**src/rtl/safe_control_param.sv**
```systemverilog
// safe_control_param: parametrised keypad safe controller with a wrong-code
// attempt limit and a timed lockout.
module safe_control_param #(
  parameter int CODE_LEN       = 4,
  parameter int MAX_TRIES      = 3,
  parameter int LOCKOUT_CYCLES = 1000
) (
  input  logic                             clk,
  input  logic                             rst,
  input  logic [3:0]                       invalue,
  output logic                             lock,
  output logic                             green,
  output logic                             blue,
  output logic                             red,
  output logic [$clog2(MAX_TRIES+1)-1:0]   fail_cnt
);
  localparam int IW = $clog2(CODE_LEN + 1);
  localparam int FW = $clog2(MAX_TRIES + 1);
  localparam int CW = $clog2(LOCKOUT_CYCLES);
  localparam int RW = CODE_LEN * 4;

  typedef enum logic [1:0] {SET_ENTER, SET_CONFIRM, ARMED, LOCKOUT} state_t;

  state_t          state_q, state_d;
  logic [IW-1:0]   idx_q, idx_d;
  logic [RW-1:0]   row0_q, row0_d, row1_q, row1_d;
  logic [FW-1:0]   fail_q, fail_d;
  logic [CW-1:0]   cnt_q, cnt_d;
  logic            lock_q, lock_d, green_q, green_d, blue_q, blue_d, red_q, red_d;
  logic            is_digit, is_hash, is_star, full, match;

  assign is_digit = invalue < 4'd10;
  assign is_hash  = invalue == 4'd10;
  assign is_star  = invalue == 4'd11;
  assign full     = idx_q == IW'(CODE_LEN);
  assign match    = row0_q == row1_q;

  always_comb begin
    state_d = state_q;
    idx_d   = idx_q;
    row0_d  = row0_q;
    row1_d  = row1_q;
    fail_d  = fail_q;
    cnt_d   = cnt_q;
    lock_d  = lock_q;
    green_d = green_q;
    blue_d  = blue_q;
    red_d   = red_q;
    if (state_q == LOCKOUT) begin
      cnt_d = cnt_q - CW'(1);
      if (cnt_q == '0) begin
        state_d = ARMED;
        red_d   = 1'b0;
        blue_d  = 1'b1;
        fail_d  = '0;
        idx_d   = '0;
        cnt_d   = '0;
      end
    end else if (is_digit && !full) begin
      idx_d = idx_q + IW'(1);
      for (int i = 0; i < CODE_LEN; i++)
        if (idx_q == IW'(i)) begin
          if (state_q == SET_ENTER) row0_d[i*4 +: 4] = invalue;
          else row1_d[i*4 +: 4] = invalue;
        end
    end else if (is_star) begin
      idx_d   = '0;
      state_d = (state_q == SET_CONFIRM) ? SET_ENTER : state_q;
    end else if (is_hash && full) begin
      idx_d = '0;
      if (state_q == SET_ENTER) begin
        state_d = SET_CONFIRM;
      end else if (state_q == SET_CONFIRM) begin
        state_d = match ? ARMED : SET_ENTER;
        lock_d  = match;
        green_d = !match;
        blue_d  = match;
      end else if (match) begin
        state_d = SET_ENTER;
        lock_d  = 1'b0;
        green_d = 1'b1;
        blue_d  = 1'b0;
        fail_d  = '0;
      end else begin
        fail_d = (fail_q == FW'(MAX_TRIES)) ? fail_q : fail_q + FW'(1);
        if (fail_q + FW'(1) == FW'(MAX_TRIES)) begin
          state_d = LOCKOUT;
          red_d   = 1'b1;
          blue_d  = 1'b0;
          cnt_d   = CW'(LOCKOUT_CYCLES - 1);
        end
      end
    end
  end

  always_ff @(posedge clk or negedge rst) begin
    if (!rst) begin
      state_q <= SET_ENTER;
      idx_q   <= '0;
      row0_q  <= '0;
      row1_q  <= '0;
      fail_q  <= '0;
      cnt_q   <= '0;
      lock_q  <= 1'b0;
      green_q <= 1'b1;
      blue_q  <= 1'b0;
      red_q   <= 1'b0;
    end else begin
      state_q <= state_d;
      idx_q   <= idx_d;
      row0_q  <= row0_d;
      row1_q  <= row1_d;
      fail_q  <= fail_d;
      cnt_q   <= cnt_d;
      lock_q  <= lock_d;
      green_q <= green_d;
      blue_q  <= blue_d;
      red_q   <= red_d;
    end
  end

  assign lock     = lock_q;
  assign green    = green_q;
  assign blue     = blue_q;
  assign red      = red_q;
  assign fail_cnt = fail_q;
endmodule

```
**config.mk**
```make
export PLATFORM = sky130hd
export DESIGN_NAME = safe_control_param
export DESIGN_NICKNAME = d
export VERILOG_FILES = /design/src/rtl/safe_control_param.sv
export SDC_FILE = /design/constraint.sdc
export NUM_CORES = 1
export LEC_CHECK = 0
export ABC_AREA = 1
export CORE_MARGIN = 2
export CORE_UTILIZATION = 30
export CTS_BUF_LIST = sky130_fd_sc_hd__clkbuf_4
export DETAILED_ROUTE_END_ITERATION = 12
export GPL_ROUTABILITY_DRIVEN = 0
export HOLD_SLACK_MARGIN = 0.08
export PLACE_DENSITY = 0.5
export REMOVE_ABC_BUFFERS = 1
export SLEW_MARGIN = 20
export SYNTH_ARGS = -nofsm -noshare
export SYNTH_HDL_FRONTEND = slang
export SYNTH_SLANG_ARGS = --single-unit
export TNS_END_PERCENT = 50
```
**constraint.sdc**
```tcl
create_clock -name clk -period 2.3 [get_ports clk]
set_input_delay 0.23 -clock clk [delete_from_list [all_inputs] [get_ports clk]]
set_output_delay 0.23 -clock clk [all_outputs]
set_load 0.05 [all_outputs]
```
==> impl_metrics.csv, run 1 <==
group,metric,value,unit
floorplan,num_io_pins,12,
global_routing,grt_usage,12.6,%
clock_network,h-tree-depth,2,
routing,postRouteAntennaNets,0,
routing,route.detailed.drc,0,
synth,synth-seq-area-share,44.0,%
setup_path,crit_type,"register to register",
cells_and_area,area_growth,12.3,%
placement,dp_cells,543,
clock_network,numCtsBuffers,5,
synth,ys_ff_latch,53,
routing,firstDrtPassIters,4,
cells_and_area,layout.nets,438,
floorplan,dieArea,10900,µm²
cells_and_area,fillCellCount,1058,
synth,synthTopCellsByCount,"118 x nand2_1, 54 x inv_1, 52 x dfrtp_1",
outcome,run_status,"finished, final reports clean",
timing,setup_tns,0,ns
setup_path,cp.required,2.62,ns
timing,rsz0062_at_grt,"no",
timing,slew_headroom,60.9,%
clock_network,cts_root_buf,"clkbuf_4",
timing,setup_viol,0,
setup_path,crit_fanout,5,
clock_network,cts_tree,"built",
routing,drt-total-wl,6.45,mm
global_routing,grt_antenna_before_repair,0,
power_and_ir_drop,power.density,1080,nW/µm²
synth,synth_async_sr_flop_share,100,%
cells_and_area,post-route-cell-area,3390,µm²
floorplan,die_w,104,µm
power_and_ir_drop,peakVddDrop,0.464,mV
synth,syn_inst,397,
clock_network,cts_sinks,53,
job,maxCapViolCount,0,
setup_path,cp-start-kind,"register",
routing,drt-wirelength-per-cell,11.7,µm
timing,hold_viol_final,0,
floorplan,rows,36,
synth,synthFlopType,"dfrtp_1",
clock_network,clock_latency,0.38,ns
timing,fmax,495,MHz
setup_path,slowest_stage,"dfrtp_1",
floorplan,core_area,9770,µm²
global_routing,grt-ovfl-total,0,
timing,final.period_utilization,87.9,%
synth,synth_area,3020,µm²
global_routing,grt_pass1_vias,2344,
synth,synth_top_area_share,43.1,%
setup_path,endpoint_kind,"register",
setup_path,cp_common_cell,"nor2_1",
synth,syn_avg_cell_area,7.61,µm²
timing,tightest_slew,0.586,ns
min_path,hp-class,"input pin to asynchronous set/reset pin",
setup_path,arrival,2.34,ns
synth,yosys_warnings,0,
floorplan,dieHeight,104,µm
cells_and_area,multi_input_area,1460,µm²
cells_and_area,final_cells,552,
synth,ys_top_cells_by_area,"dfrtp_1 43%, nand2_1 15%, o21ai_0 6.8%",
cells_and_area,seqCellArea,1330,µm²
placement,placed_area,3320,µm²
placement,port_buffers,11,
clock_network,clk_pin_slew_worst_paths,0.17,ns
global_routing,grt_pass1_wl,11.3,mm
floorplan,initial_core_util,30.9,%
timing,fin_skew,0.0208,ns
synth,synth_cell_types,33,
setup_path,max_stage_delay,0.42,ns
timing,fin_crit,2.02,ns
clock_network,cts.repair.resized,0,
synth,synth_area_leader_cell,"dfrtp_1",
power_and_ir_drop,leakage,1.73,nW
power_and_ir_drop,power,3.65,mW
global_routing,grt_start_max_net_pins,31,
clock_network,clock_path_buffers,2,
setup_path,reg2regPathDepth,11,
placement,hpwl,4.91,mm
cells_and_area,drive_gt1_share,10.5,%
synth,yosysMostFrequentCell,"nand2_1",
routing,vias,2452,
setup_path,crit_chain,"nor2_1, nor2_1, nor2_1, nand2_1, nor2_1, nand2_1, inv_1, ha_1, o31ai_1, nand3_1, nand2_1",
routing,via_per_inst,4.44,
routing,drt_iter0_drc,112,
synth,synth_edf_count,0,
cells_and_area,diodes,0,
timing,slew_violations,0,
-- per-layer routing --
metal / up-vias / share of wire, % / GRT usage [%]
met5: - / 0 / 0
met4: 0 / 0.54 / 2.61
met3: 4 / 2.2 / 2.13
met2: 28 / 47 / 20.7
li1: 1295 / - / -
met1: 1125 / 50 / 17.4
-- path summary, 6_finish.rpt --
check                               start          to  slack, ns
worst min register to register       lock        lock       0.50
min in group clk                     lock        lock       0.50
worst max-delay path            row1_q[1]  state_q[1]       0.28
max in group asynchronous             rst       green       1.30
worst max register to register  row1_q[1]  state_q[1]       0.28
worst min-delay path                  rst   row0_q[4]       0.35
-- metrics by stage --
step,setup slack (ns),hold slack (ns),utilization [%]
global placement,0.278,0.278,34.0
global route,0.127,0.380,34.7
finish,0.278,0.349,34.7
detailed placement,0.263,0.273,34.0
CTS,0.262,0.362,34.7
floorplan,0.589,-0.0656,-
-- power by group --
| part | switching (mW) | leakage [nW] | internal (mW) |
|---|---|---|---|
| Sequential | 0.293 | 0.672 | 1.29 |
| Clock | 0.314 | 0.0316 | 0.122 |
| Combinational | 1.01 | 1.02 | 0.621 |
-- flip-flops by register name (all words and copies together), names as in the netlist --
| register | cells |
|---|---|
| blue | 1 |
| row1_q | 16 |
| cnt_q | 10 |
| green | 1 |
| lock | 1 |
| idx_q | 3 |
| red | 1 |
| row0_q | 16 |
| fail_cnt | 2 |
| state_q | 2 |
-- layout by cell type, fill, tap and decap left out, types with 2 or more instances in the layout --
cell             Yosys  final
o21ai_2              4      4
nand3b_1             2      2
nand4_1              6      6
dfrtp_1             52     52
nand2_2              3      3
nand2_1            118    118
nor2_1              43     43
buf_4                0      4
nor2_4               3      3
ha_1                14     14
nor2_2               6      6
a21oi_1              3      3
nand3_2              2      2
a21oi_2              2      2
inv_2                3      3
clkdlybuf4s50_1      0     10
o21ai_1              3      3
inv_1               54     54
or2_2                2      2
a31oi_1              6      6
o21ai_0             41     41
clkbuf_4             0      5
nor3_1               3      3
nand3_1             15     15
-- critical path: cells and delay by family (launching register included) --
family,cells,cell delay (ns)
simple gates,8,0.95
fa+ha+maj,1,0.24
buf+inv,1,0.13
flops,1,0.42
compound gates,1,0.25
-- cell families (layout without fill, tap and decap cells) --
group,count (synthesis),after routing,share of synthesized area (%)
AO/OA/AOI/OAI,62,62,11.5
flip-flops,53,53,44.0
adder cells (fa/ha/maj),14,14,5.80
AND/OR/NAND/NOR,207,207,30.7
XOR/XNOR,1,1,0.290
buffers and inverters,60,82,7.75
-- area by class of cell --
cell class              count  share of cell area [%]
multi-input cells         284                    43.0
repair buffers             17                    4.87
clock buffers               5                    1.11
flip-flops and latches     53                    39.2
inverters                  57                    6.31
well taps                 133                    4.91
clock inverters             3                   0.627
-- what timing repair did --
action / in CTS / in global routing
hold buffers: 1 / 0
setup buffers: 0 / 0
hold endpoints to repair: 23 / 0
No activity file was read; power rests on OpenSTA's default activity.
==> run 2: changes to the inputs <==
Settings changed: PLACE_DENSITY 0.5 to unset, REMOVE_ABC_BUFFERS 1 to unset.
==> run 2 against run 1 <==
Compared with the run above: setup slack improved by 0.030 ns; routed wire length decreased by 4.7%; cell count decreased by 0.36%; via count increased by 0.57%; sequential cell count unchanged.
==> impl_metrics.csv, run 2 (synthesis gave the netlist of run 1 again) <==
group,metric,value,unit
global_routing,use_met1,16.0,%
cells_and_area,top_regs,"row0_q x16, row1_q x16, cnt_q x10",
setup_path,crit_family,"simple AND/OR/NAND/NOR gates",
routing,vias,2466,
setup_path,slowest_stage,"dfrtp_1",
setup_path,max_stage_delay,0.42,ns
timing,setup_tns,0,ns
power_and_ir_drop,power.density,1080,nW/µm²
setup_path,crit_chain,"nor2_1, nor2_1, nor2_1, nand2_1, nor2_1, nand2_1, inv_1, ha_1, o31ai_1, nand3_1, nand2_1",
timing,tightest_slew,0.662,ns
global_routing,met2_usage,19.5,%
floorplan,rows,36,
timing,hold_viol_final,0,
timing,fin_skew,0.0157,ns
global_routing,grt_pass1_vias,2357,
routing,drt-wirelength-per-cell,11.2,µm
timing,final.period_utilization,86.6,%
clock_network,cts_tree,"built",
floorplan,num_io_pins,12,
global_routing,grt_busiest_layer,"met2",
cells_and_area,layout_commonest_cell,"nand2_1",
timing,rsz0062_at_grt,"no",
setup_path,crit_buf_inv,1,
cells_and_area,diodes,0,
timing,fmax,502,MHz
clock_network,h-tree-depth,2,
floorplan,dieArea,10900,µm²
global_routing,grt_antenna_before_repair,0,
clock_network,cts_sinks,53,
floorplan,core_area,9770,µm²
cells_and_area,layout.nets,436,
timing,slew_headroom,55.8,%
cells_and_area,area_growth,11.7,%
timing,slew_violations,0,
global_routing,grt_pass1_wl,10.7,mm
power_and_ir_drop,leakage,1.71,nW
outcome,run_status,"finished, final reports clean",
cells_and_area,layout_common_cells,"118 x nand2_1, 54 x inv_1, 52 x dfrtp_1",
setup_path,endpoint_kind,"register",
min_path,hp-class,"input pin to asynchronous set/reset pin",
routing,postRouteAntennaNets,0,
routing,drt_iter0_drc,116,
power_and_ir_drop,peakVddDrop,0.302,mV
setup_path,crit_type,"register to register",
global_routing,gr-usage-met3,2.13,%
power_and_ir_drop,power,3.65,mW
global_routing,grt_usage,11.9,%
clock_network,postCtsSetupRepairBufs,0,
cells_and_area,drive_gt1_share,9.83,%
placement,dpl_worst_slack,0.275,ns
clock_network,clock_path_buffers,2,
placement,port_buffers,11,
setup_path,cp_common_cell,"nor2_1",
floorplan,dieHeight,104,µm
job,maxCapViolCount,0,
clock_network,numCtsBuffers,5,
setup_path,crit_fanout,5,
setup_path,arrival,2.33,ns
global_routing,grt-ovfl-total,0,
floorplan,die_w,104,µm
routing,firstDrtPassIters,4,
routing,drt-total-wl,6.14,mm
clock_network,clk_pin_slew_worst_paths,0.16,ns
timing,setup_viol,0,
clock_network,clock_latency,0.38,ns
timing,fin_crit,1.99,ns
routing,route.detailed.drc,0,
setup_path,cp.required,2.63,ns
synth,synth_fp_nets,417,
placement,hpwl,4.60,mm
timing,fin_ws,0.308,ns
floorplan,initial_core_util,30.9,%
clock_network,cts_root_buf,"clkbuf_4",
setup_path,cp-start-kind,"register",
global_routing,grt_start_max_net_pins,28,
routing,via_per_inst,4.48,
-- run 2: routing by layer --
metal	vias to the layer above	wire, µm
li1	1294	-
met5	-	0
met4	0	61
met2	35	2900
met1	1133	3050
met3	4	123
-- run 2: worst reg2reg max path, stage by stage (launching register included) --
cell	delay [ns]
dfrtp_1	0.42
nor2_1	0.11
nor2_1	0.05
nor2_1	0.09
nand2_1	0.10
nor2_1	0.22
nand2_1	0.19
inv_1	0.12
ha_1	0.24
o31ai_1	0.22
nand3_1	0.11
nand2_1	0.08
-- run 2: repair_timing --
action | in CTS | in global routing
hold buffers | 1 | 0
resized for setup | 0 | 0
hold endpoints to repair | 26 | 0
-- run 2: path summary, 6_finish.rpt --
| check | cells past startpoint | startpoint | slack [ns] | end |
|---|---|---|---|---|
| worst max-delay path | 11 | row1_q[5] | 0.31 | state_q[1] |
| worst min-delay path | 2 | rst | 0.40 | row1_q[4] |
| worst max register to register | 11 | row1_q[5] | 0.31 | state_q[1] |
| worst min register to register | 2 | green | 0.50 | green |
| max in group asynchronous | 3 | rst | 1.27 | green |
| min in group clk | 2 | green | 0.50 | green |
-- run 2: layout make-up --
class / count / area [µm²]
fillers: 1032 / 6400
multi-input cells: 284 / 1460
flip-flops and latches: 53 / 1330
inverters: 57 / 214
well taps: 133 / 166
repair buffers: 15 / 150
clock buffers: 5 / 37.5
clock inverters: 3 / 20.0
-- run 2: per-stage QoR --
stage | area, µm² | util [%] | std cells | hold slack [ns]
final | 3370 | 34.5 | 550 | 0.397
after CTS | 3370 | 34.5 | 550 | 0.399
after global placement | 3310 | 33.8 | 541 | 0.290
after detailed placement | 3310 | 33.8 | 541 | 0.295
after global routing | 3370 | 34.5 | 550 | 0.410
after floorplan | 3020 | - | 397 | -0.0656
-- run 2: where the power goes --
part	switching (mW)	internal, mW
clock	0.313	0.120
sequential	0.289	1.29
combinational	1.02	0.617
